$ cat src/rtl/mac_sched_pkg.sv
`default_nettype none
// ============================================================================
//  Module      : mac_sched_pkg
//  Description : Shared types, constants and helper functions for the
//                round-robin MAC scheduler (mac_36_rr_sched).
//                - MAC_WIDTH  : default operand/result width of mac_36
//                - clog2      : ceiling log2 for id-width derivation
//                - rr_pick    : round-robin search returning {found, index}
//                - slot_state_t : EMPTY/FULL state of the response register
//  Revision    : 1.0 - initial release
// ============================================================================
package mac_sched_pkg;

    localparam int MAC_WIDTH = 4;
    // Largest supported requester count; rr_pick works on this fixed width.
    localparam int MAX_REQ   = 8;
    localparam int IDX_W     = 3;

    typedef enum logic [0:0] {
        EMPTY = 1'b0,
        FULL  = 1'b1
    } slot_state_t;

    typedef struct packed {
        logic             found;
        logic [IDX_W-1:0] idx;
    } pick_t;

    function automatic int clog2(input int n);
        int r;
        r = 0;
        for (int k = 0; k < 31; k++) begin
            if ((1 << r) < n) begin
                r = r + 1;
            end
        end
        return r;
    endfunction

    // First set bit of valid[n-1:0], searching upward from ptr with wrap.
    function automatic pick_t rr_pick(input logic [MAX_REQ-1:0] valid,
                                      input int unsigned        ptr,
                                      input int unsigned        n);
        pick_t            r;
        int unsigned      j;
        logic [IDX_W-1:0] pos;
        r.found = 1'b0;
        r.idx   = '0;
        for (int k = 0; k < MAX_REQ; k++) begin
            if (k < n) begin
                j = ptr + k;
                if (j >= n) begin
                    j = j - n;
                end
                pos = IDX_W'(j);
                if (!r.found && valid[pos]) begin
                    r.found = 1'b1;
                    r.idx   = pos;
                end
            end
        end
        return r;
    endfunction

endpackage
`default_nettype wire

$ cat src/rtl/mac_36.sv
`default_nettype none
// ============================================================================
//  Module      : mac_36
//  Description : Combinational unsigned multiply-accumulate,
//                out = (a*b + c) mod 2^WIDTH.
//  Ports       : a, b, c (in, WIDTH)  operands and addend
//                out     (out, WIDTH) truncated result
//  Revision    : 1.0 - initial release
// ============================================================================
module mac_36 #(
    parameter int WIDTH = 4
) (
    input  logic [WIDTH-1:0] a,
    input  logic [WIDTH-1:0] b,
    input  logic [WIDTH-1:0] c,
    output logic [WIDTH-1:0] out
);

    // Evaluated in a WIDTH-bit context, so product and sum wrap naturally.
    assign out = a * b + c;

endmodule
`default_nettype wire

$ cat src/rtl/mac_36_rr_sched_rr_arbiter.sv
`default_nettype none
// ============================================================================
//  Module      : rr_arbiter
//  Description : Combinational round-robin arbiter. Grants the first set bit
//                of req at or above ptr (with wrap) when enable is high.
//  Ports       : req    (in, NUM_REQ)  request vector
//                enable (in, 1)        grant allowed this cycle
//                ptr    (in, ID_W)     highest-priority index
//                grant  (out, NUM_REQ) one-hot grant, zero if none/disabled
//  Revision    : 1.0 - initial release
// ============================================================================
module rr_arbiter
    import mac_sched_pkg::*;
#(
    parameter int NUM_REQ = 4,
    parameter int ID_W    = clog2(NUM_REQ)
) (
    input  logic [NUM_REQ-1:0] req,
    input  logic               enable,
    input  logic [ID_W-1:0]    ptr,
    output logic [NUM_REQ-1:0] grant
);

    pick_t              pick;
    logic [MAX_REQ-1:0] req_ext;

    always_comb begin
        req_ext              = '0;
        req_ext[NUM_REQ-1:0] = req;
        pick                 = rr_pick(req_ext, 32'(ptr), NUM_REQ);
        grant                = '0;
        for (int i = 0; i < NUM_REQ; i++) begin
            grant[i] = enable && pick.found && (int'(pick.idx) == i);
        end
    end

endmodule
`default_nettype wire

$ cat src/rtl/mac_36_rr_sched.sv
`default_nettype none
// ============================================================================
//  Module      : mac_36_rr_sched
//  Description : Round-robin scheduler sharing one mac_36 between NUM_REQ
//                requesters. One response register gives a fixed 1-cycle
//                latency and full 1 op/cycle throughput under backpressure.
//  Ports       : clk, reset (sync, active-high)
//                req_valid/req_ready (NUM_REQ)  per-requester handshake
//                req_a/req_b/req_c (NUM_REQ*WIDTH) packed operands
//                rsp_valid/rsp_ready            shared response handshake
//                rsp_id (ID_W), rsp_data (WIDTH) response payload
//                op_count (CNT_W)               saturating accept counter
//  Revision    : 1.0 - initial release
// ============================================================================
module mac_36_rr_sched
    import mac_sched_pkg::*;
#(
    parameter int NUM_REQ = 4,
    parameter int WIDTH   = MAC_WIDTH,
    parameter int ID_W    = clog2(NUM_REQ),
    parameter int CNT_W   = 8
) (
    input  logic                     clk,
    input  logic                     reset,
    input  logic [NUM_REQ-1:0]       req_valid,
    input  logic [NUM_REQ*WIDTH-1:0] req_a,
    input  logic [NUM_REQ*WIDTH-1:0] req_b,
    input  logic [NUM_REQ*WIDTH-1:0] req_c,
    output logic [NUM_REQ-1:0]       req_ready,
    output logic                     rsp_valid,
    input  logic                     rsp_ready,
    output logic [ID_W-1:0]          rsp_id,
    output logic [WIDTH-1:0]         rsp_data,
    output logic [CNT_W-1:0]         op_count
);

    slot_state_t        state;
    logic [ID_W-1:0]    ptr;
    logic [NUM_REQ-1:0] grant;
    logic               slot_free;
    logic               arb_en;
    logic               accept;
    logic [ID_W-1:0]    gnt_idx;
    logic [ID_W-1:0]    ptr_next;
    logic [WIDTH-1:0]   sel_a;
    logic [WIDTH-1:0]   sel_b;
    logic [WIDTH-1:0]   sel_c;
    logic [WIDTH-1:0]   mac_out;

    assign rsp_valid = (state == FULL);
    assign slot_free = (state == EMPTY) || rsp_ready;
    // No grant during reset so no handshake can complete in that cycle.
    assign arb_en    = slot_free && !reset;

    rr_arbiter #(
        .NUM_REQ (NUM_REQ),
        .ID_W    (ID_W)
    ) u_arb (
        .req    (req_valid),
        .enable (arb_en),
        .ptr    (ptr),
        .grant  (grant)
    );

    assign req_ready = grant;
    assign accept    = |(req_valid & grant);

    always_comb begin
        gnt_idx = '0;
        for (int i = 0; i < NUM_REQ; i++) begin
            if (grant[i]) begin
                gnt_idx = ID_W'(i);
            end
        end
    end

    assign ptr_next = (gnt_idx == ID_W'(NUM_REQ - 1)) ? '0 : gnt_idx + ID_W'(1);

    assign sel_a = req_a[gnt_idx*WIDTH +: WIDTH];
    assign sel_b = req_b[gnt_idx*WIDTH +: WIDTH];
    assign sel_c = req_c[gnt_idx*WIDTH +: WIDTH];

    mac_36 #(
        .WIDTH (WIDTH)
    ) u_mac (
        .a   (sel_a),
        .b   (sel_b),
        .c   (sel_c),
        .out (mac_out)
    );

    // An accept always loads the register, even while draining, so a new
    // result replaces the old one in the same cycle without a bubble.
    always_ff @(posedge clk) begin
        if (reset) begin
            state    <= EMPTY;
            ptr      <= '0;
            rsp_id   <= '0;
            rsp_data <= '0;
            op_count <= '0;
        end else begin
            if (accept) begin
                state    <= FULL;
                rsp_id   <= gnt_idx;
                rsp_data <= mac_out;
                ptr      <= ptr_next;
                if (op_count != '1) begin
                    op_count <= op_count + CNT_W'(1);
                end
            end else if ((state == FULL) && rsp_ready) begin
                state <= EMPTY;
            end
        end
    end

endmodule
`default_nettype wire
$ cat config.mk
export PLATFORM = sky130hd
export DESIGN_NAME = mac_36_rr_sched
export DESIGN_NICKNAME = d
export VERILOG_FILES = /design/src/rtl/mac_sched_pkg.sv /design/src/rtl/mac_36.sv /design/src/rtl/mac_36_rr_sched_rr_arbiter.sv /design/src/rtl/mac_36_rr_sched.sv
export SDC_FILE = /design/constraint.sdc
export NUM_CORES = 1
export LEC_CHECK = 0
export BUFFER_PORTS_ARGS = -buffer_cell sky130_fd_sc_hd__clkbuf_2
export CAP_MARGIN = 20
export CORE_MARGIN = 5
export CORE_UTILIZATION = 53
export DETAILED_ROUTE_END_ITERATION = 16
export PLACE_DENSITY = 0.86
export SYNTH_ARGS = -nofsm -noshare
export SYNTH_HDL_FRONTEND = slang
export SYNTH_HIERARCHICAL = 1
export SYNTH_SLANG_ARGS = --single-unit
$ cat constraint.sdc
create_clock -name clk -period 15.32 [get_ports clk]
set_input_delay 3.064 -clock clk [delete_from_list [all_inputs] [get_ports clk]]
set_output_delay 3.064 -clock clk [all_outputs]
set_load 0.05 [all_outputs]
== After elaboration in Yosys (flattened, before gate mapping) ==
Cells that the tools add are included.

* Register bits: 17
* Bits of input ports: 55
* Output and inout bits: 19
* Logic and storage cells: 75

* Add/sub/neg operators: 10
* $mul: 1
* Order comparisons: 8
* Eq/ne operators: 5
* Shift-type cells: 3
* Mux-type cells: 22
* Bitwise operators: 2
* Reduce and logical (&&, ||, !) cells: 19

{| class="wikitable"
|+ Operators by type and width
! operator !! count
|-
| 32-bit by 3-bit >= comparator with 1-bit output (second input constant) || 3
|-
| 16-bit by 5-bit indexed part select with 4-bit output || 3
|-
| 3-bit by 4-bit less-than comparator with 1-bit output (second input constant) || 4
|-
| 4-bit 2-to-1 mux || 4
|-
| 1-bit binary-select mux with 3-bit select || 4
|-
| 3-bit 2-to-1 mux || 4
|-
| 1-bit logical AND || 10
|-
| 3-bit subtractor (second input constant) || 3
|-
| 8-bit by 1-bit adder with 8-bit output (second input constant) || 1
|-
| 8-bit inequality test (second input constant) || 1
|-
| 1-bit 2-to-1 mux || 7
|-
| 2-bit by 2-bit adder with 3-bit output (second input constant) || 2
|-
| 3-bit equality test (second input constant) || 2
|-
| 2-bit 2-to-1 mux || 3
|-
| 4-bit adder || 1
|-
| 4-bit bitwise AND || 1
|-
| 1-bit logical NOT || 4
|-
| 4-bit by 4-bit multiplier with 4-bit output || 1
|-
| 4-bit OR reduction || 1
|-
| 2-bit by 1-bit adder with 3-bit output (second input constant) || 1
|-
| 3-bit by 2-bit equality test with 1-bit output (second input constant) || 1
|-
| 2-bit by 3-bit >= comparator with 1-bit output (second input constant) || 1
|-
| 3-bit logical NOT || 1
|-
| 2-bit by 3-bit subtractor with 3-bit output (second input constant) || 1
|-
| other kinds (6) || 6
|}

== Logic depth before layout (Yosys ltp) ==
* Word-level depth: 22
* Depth in mapped cells: 24
* Mapped depth without buffers: 21

== Cells and area by module ==
The synthesis kept the hierarchy.

{| class="wikitable"
|+ By module, submodules not included
! module !! instances !! cells each !! area an instance (µm²) !! sequential area each (µm²)
|-
| mac_36_rr_sched || 1 || 148 || 1203.7 || 340.3
|-
| rr_arbiter || 1 || 44 || 365.4 || 0.0
|-
| mac_36 || 1 || 24 || 247.7 || 0.0
|}

== Least setup slack after synthesis ==
Ideal clock, no wire load.

* Path type: input -> register
* From: in req_valid[2]
* To: reg rsp_data[3]
* Library setup time: 0.128 ns
* Data arrival time: 9.076 ns
* Required time: 15.192 ns
* Setup slack: 6.116 ns
* Cell stages on the path: 21
* Buffers on the path: 2
* Cell sequence: mux4_2 > or3_4 > or3b_1 > o21a_1 > nor3b_1 > buf_6 > buf_4 > mux2i_1 > nor2_1 > a21oi_1 > o21ai_0 > and2_1 > ha_1 > ha_1 > fa_1 > fa_1 > xnor2_1 > xnor2_1 > xnor3_1 > mux2i_1 > nor2_1

* Cells in the longest elaborated chain, start to end: 20
* Elaborated cells on any way between the ends: 37
* Classes of those cells: 1 x add/sub; 1 x mul; 3 x eq/ne; 3 x shift; 15 x mux; 1 x bitwise; 13 x reduce/logical

{| class="wikitable"
|+ RTL lines
! element !! line !! source
|-
| start: declaration || mac_36_rr_sched.sv:25 || <nowiki>input logic [NUM_REQ-1:0] req_valid,</nowiki>
|-
| 1-bit binary-select mux with 3-bit select || mac_sched_pkg.sv:56 || <nowiki>if (!r.found && valid[pos]) begin</nowiki>
|-
| 1-bit 2-to-1 mux (not written as such) || mac_sched_pkg.sv:56 ||
|-
| 4-bit 2-to-1 mux || mac_sched_pkg.sv:56 ||
|-
| 1-bit logical NOT || mac_sched_pkg.sv:56 ||
|-
| 1-bit logical AND || mac_sched_pkg.sv:56 ||
|-
| 4-bit 2-to-1 mux || mac_sched_pkg.sv:56 ||
|-
| 1-bit logical NOT || mac_sched_pkg.sv:56 ||
|-
| 1-bit logical AND || mac_sched_pkg.sv:56 ||
|-
| [6 not listed] || - ||
|-
| via req_ready[1] || mac_36_rr_sched.sv:29 || <nowiki>output logic [NUM_REQ-1:0] req_ready,</nowiki>
|-
| 1-bit 2-to-1 mux * || mac_36_rr_sched.sv:71 || <nowiki>if (grant[i]) begin</nowiki>
|-
| 2-bit 2-to-1 mux * (2 in series) || mac_36_rr_sched.sv:71 ||
|-
| 16-bit by 5-bit indexed part select with 4-bit output * || mac_36_rr_sched.sv:79 || <nowiki>assign sel_a = req_a[gnt_idx*WIDTH +: WIDTH];</nowiki>
|-
| via sel_a[1] || mac_36_rr_sched.sv:45 || <nowiki>logic [WIDTH-1:0] sel_a;</nowiki>
|-
| 4-bit by 4-bit multiplier with 4-bit output * || mac_36.sv:20 || <nowiki>assign out = a * b + c;</nowiki>
|-
| 4-bit adder * || mac_36.sv:20 ||
|-
| via mac_out[3] || mac_36_rr_sched.sv:48 || <nowiki>logic [WIDTH-1:0] mac_out;</nowiki>
|-
| end signal: assignment || mac_36_rr_sched.sv:105 || <nowiki>rsp_data <= mac_out;</nowiki>
|-
| end: declaration || mac_36_rr_sched.sv:33 || <nowiki>output logic [WIDTH-1:0] rsp_data,</nowiki>
|}

The timed path passes the listed nets; every way through them passes the cells marked *. The select of a mux whose other input is x is not followed.
A chain may end at the register's enable or synchronous reset.

== Final worst setup path ==
* From: in req_valid[2]
* To: out req_ready[1]

* Cells in the longest elaborated chain, start to end: 14
* Elaborated cells on any way between the ends: 21
* Classes of those cells: 1 x eq/ne; 12 x mux; 8 x reduce/logical

{| class="wikitable"
|+ RTL lines
! element !! line !! source
|-
| 1-bit binary-select mux with 3-bit select || mac_sched_pkg.sv:56 ||
|-
| 1-bit 2-to-1 mux (not written as such) || mac_sched_pkg.sv:56 ||
|-
| 4-bit 2-to-1 mux || mac_sched_pkg.sv:56 ||
|-
| 1-bit logical NOT || mac_sched_pkg.sv:56 ||
|-
| 1-bit logical AND || mac_sched_pkg.sv:56 ||
|-
| 4-bit 2-to-1 mux || mac_sched_pkg.sv:56 ||
|-
| 1-bit logical NOT || mac_sched_pkg.sv:56 ||
|-
| 1-bit logical AND || mac_sched_pkg.sv:56 ||
|-
| 4-bit 2-to-1 mux || mac_sched_pkg.sv:56 ||
|-
| 1-bit logical NOT || mac_sched_pkg.sv:56 ||
|-
| 1-bit logical AND || mac_sched_pkg.sv:56 ||
|-
| 4-bit 2-to-1 mux * || mac_sched_pkg.sv:56 ||
|-
| 3-bit by 2-bit equality test with 1-bit output or 1-bit logical AND (tied branches) || mac_36_rr_sched_rr_arbiter.sv:33 || <nowiki>grant[i] = enable && pick.found && (int'(pick.idx) == i);</nowiki>
|-
| 1-bit logical AND * || mac_36_rr_sched_rr_arbiter.sv:33 ||
|-
| end: declaration || mac_36_rr_sched.sv:29 ||
|}

Mark *: on every way between the ends. The rest lies on a longest branch, timed or not. The select of a mux whose other input is x is not followed.

==> results list <==
- During synthesis, Yosys emitted a total of 6 warnings.
* Total via count in the routed design: 1792
- In this run the clock root is driven by a clkbuf_4.
- After global routing, the most crowded layer is met2.
* Status: finished clean
- Net count reported at finish: 350
- Top cell types by occurrence after synthesis: nor2_1, mux2i_1, nand2_1, o21ai_0, dfxtp_1
- Setup slack on the critical path of the routed design comes to 6.51 ns.
* Synthesized instance count: 216
* Post-layout min period: 8.81 ns
- Area of the multi-input gates: 1380 um^2
* Synth top area cells: dfxtp_1, mux2i_1, ha_1
- The initial antenna violation count is 0.
- The worst register-to-register path begins at ptr[0].
- Net count after synthesis: 283
- Final slew viol count: 0
* Weighted congestion at the end of routability-driven global placement: 0.868
* Initial DRT Pass Iterations: 4
* DRC violations left: 0
* Num CTS Buffers: 3
- Number of synthesized register bits: 17
- Transition time at the pin with the least slew margin: 0.969 ns
* Fraction of the cycle the final worst path needs: 0.575
- For met1 alone, demand over resource in global routing was 0.244.
* Overall power: 0.367 mW
* Reported max-cap violation count: 0
* Critical Path Source Type: input pin
- In this run the remaining antenna-violating nets after routing total 0.
* Number of levels in the clock H-tree: 1
- After synthesis, the share of flip-flops with an asynchronous set or reset is 0.
- Clock-pin slew was measured on the worst setup and hold paths at 0.09 ns.
- The floorplan step set the die height to 68.5 um.
- The longest clock path from root to sink contains 2 buffers.
- After floorplanning, the core was divided into 21 placement rows.
- The analysis attributes to cell leakage a power of 1.08 nW.
* Placeable core region: 3340 um^2
- The worst hold path begins at rsp_data[2].
- Drt total wl: 4.36 mm
- Leading register cell type out of synthesis: dfxtp_1
* Finished Cell Area: 2210 um^2
- Clock latency on the worst-skew pair: 0.29 ns
- Power spread over the standard cell area amounts to 166 nW/um^2.
- WP data required: 12.26 ns
- In this run, distinct cell masters in the synthesized netlist total 49.
- Count of routing violations after the opening detailed-route iteration: 70
- Total of fill cells in the finished design: 312
- Setup violations remaining at the end of the flow were counted as 0.
* TritonCTS clock tree: built
- Number of diodes: 0
- CP Capture Point: req_ready[1]
* Global-route track usage on met2: 0.336
* Post-detailed-placement half-perimeter wirelength: 3.56 mm
* Post-synthesis to final-layout area growth: 21.9%
- Setup repair after global routing missed its margin: false
- Count of flip-flops with a built-in enable after synthesis: 0
* Number of buffers inserted by hold repair at cts: 0
* Data arrival time of the worst path: 5.75 ns
- Total Die Area: 4700 um^2
- Global route overflow: 0
* Area after DPL: 2190 um^2
- Kind of critical path: in -> out
- Total global-route track usage: 0.189
* Met3 track demand over resource: 0.0259
- Number of cells upsized or downsized after cts: 0
* Netlist area before placement: 1820 um^2
* Post-synth top area share: 0.187
- Crit path capture type: output pin
- Number of global-route vias before repair: 1654
- Starting density of the core: 0.544
- In this run the critical register-to-register path is captured at rsp_data[3].
- Entering global routing, the biggest net connects 30 pins.
* Wire length of the first global-routing pass: 7.00 mm
* Post-Route Skew: 0.00541 ns
- Sum Neg Setup Slack: 0 ns
- VDD sags by at most 0.158 mV.
- Detailed-route wire length per cell: 13.3 um
- Post-CTS setup buffer count: 0
* Class of the worst hold path: reg -> reg
* Register area share after synthesis: 0.187
- The clock net in this run drives a total of 17 sinks.
* Average size of a mapped cell: 8.41 um^2
* Number of cells on the worst reg-to-reg path: 22
* Most repeated cell in the gate-level netlist after synthesis: nor2_1
* Worst slew margin relative to its limit: 0.351
- The sequential cells in the finished layout cover a total of 340 um^2.
- Of the cells placed in the final design, the portion with a size suffix greater than 1 is 0.340.
- In this run the worst path has a maximum fanout of 13.
* Biggest area consumer among synthesized cells: dfxtp_1
* Achievable clock frequency: 113 MHz
- Worst setup slack after placement: 6.52 ns
- The most critical setup path has its startpoint at req_valid[2].
- Horizontal die dimension: 68.5 um
- 74 I/O pins were placed.
- The number of endpoints with negative hold slack in the final report was 0.
- For flop-to-flop paths, the worst setup slack is 8.38 ns.
- In this run the tool buffered the top-level ports with 73 buffer cells.
- Via-to-Cell Ratio: 5.46
- Hold-critical path depth: 2
-- layer usage --
layer / up-vias / wire length (um)
met3: 8 / 337
met5: - / 0
li1: 908 / -
met4: 0 / 48
met1: 812 / 1890
met2: 64 / 2090
-- per-stage QoR --
step | util | hold slack [ns] | cells
after global placement | 0.656 | 0.479 | 324
after global routing | 0.664 | 0.549 | 328
after CTS | 0.664 | 0.517 | 328
after floorplan | - | 0.485 | 216
after detailed placement | 0.656 | 0.495 | 324
final | 0.664 | 0.508 | 328
-- cell families (layout without fill, tap and decap cells) --
logic type / count (synthesis) / in the layout / synth area share
adders and majority gates: 12 / 12 / 0.0909
muxes: 27 / 27 / 0.181
and+or+nand+nor: 78 / 78 / 0.218
buffers and inverters: 20 / 86 / 0.0565
xor gates and xnor gates: 8 / 8 / 0.0537
DFF: 17 / 17 / 0.187
AOI/OAI and AO/OA: 54 / 54 / 0.213
-- how the worst min path moves through the flow --
stage             endpoint  slack, ns
3_5_place_dp   rsp_data[1]       0.49
4_1_cts          rsp_id[1]       0.52
5_1_grt        rsp_data[2]       0.55
3_3_place_gp   rsp_data[1]       0.48
6_report       rsp_data[2]       0.51
2_1_floorplan       ptr[1]       0.49
-- worst max-delay path, stage by stage --
cell and delay [ns]:
clkbuf_2 0.16, mux4_2 0.54, or3_4 0.42, or3b_1 0.40
o21a_1 0.15, nor3b_2 0.38, buf_4 0.32, clkbuf_2 0.32
-- registers in the layout, summed over array words and instances, names as in the netlist --
register and count:
op_count 8, rsp_id 2, ptr 2, rsp_valid 1, rsp_data 4
-- layout by cell type, fill, tap and decap left out, types with 2 or more instances in the layout --
master,synthesis,layout
mux4_2,3,3
inv_1,7,7
nor2_1,30,29
a21oi_1,16,16
clkbuf_4,0,3
mux2i_1,22,22
nor3_1,4,4
o21a_1,2,2
xnor2_1,4,4
nand2_1,18,18
o21ai_0,18,18
a211oi_2,2,2
a211oi_1,2,2
nor2b_1,4,3
and2_1,6,6
dfxtp_1,17,17
xor2_1,2,2
fa_1,2,2
ha_1,10,10
a31oi_1,3,3
clkbuf_2,0,73
and4_1,3,3
a22oi_4,3,3
buf_4,3,2
xnor3_1,2,2
-- area by class of cell --
| class | instances | area share |
|---|---|---|
| flip-flops and latches | 17 | 0.154 |
| multi-input cells | 179 | 0.625 |
| clock buffers | 4 | 0.0119 |
| inverters | 7 | 0.0119 |
| repair buffers | 75 | 0.172 |
| well taps | 46 | 0.0260 |
-- report_power, final --
| group | total (mW) | leakage [nW] | switching (mW) | internal [mW] |
|---|---|---|---|---|
| Sequential | 0.0654 | 0.138 | 0.0115 | 0.0539 |
| Combinational | 0.278 | 0.929 | 0.152 | 0.127 |
| Clock | 0.0236 | 0.0150 | 0.0135 | 0.0101 |
| Total | 0.367 | 1.08 | 0.177 | 0.191 |
Power figures use the tool's default switching activity.
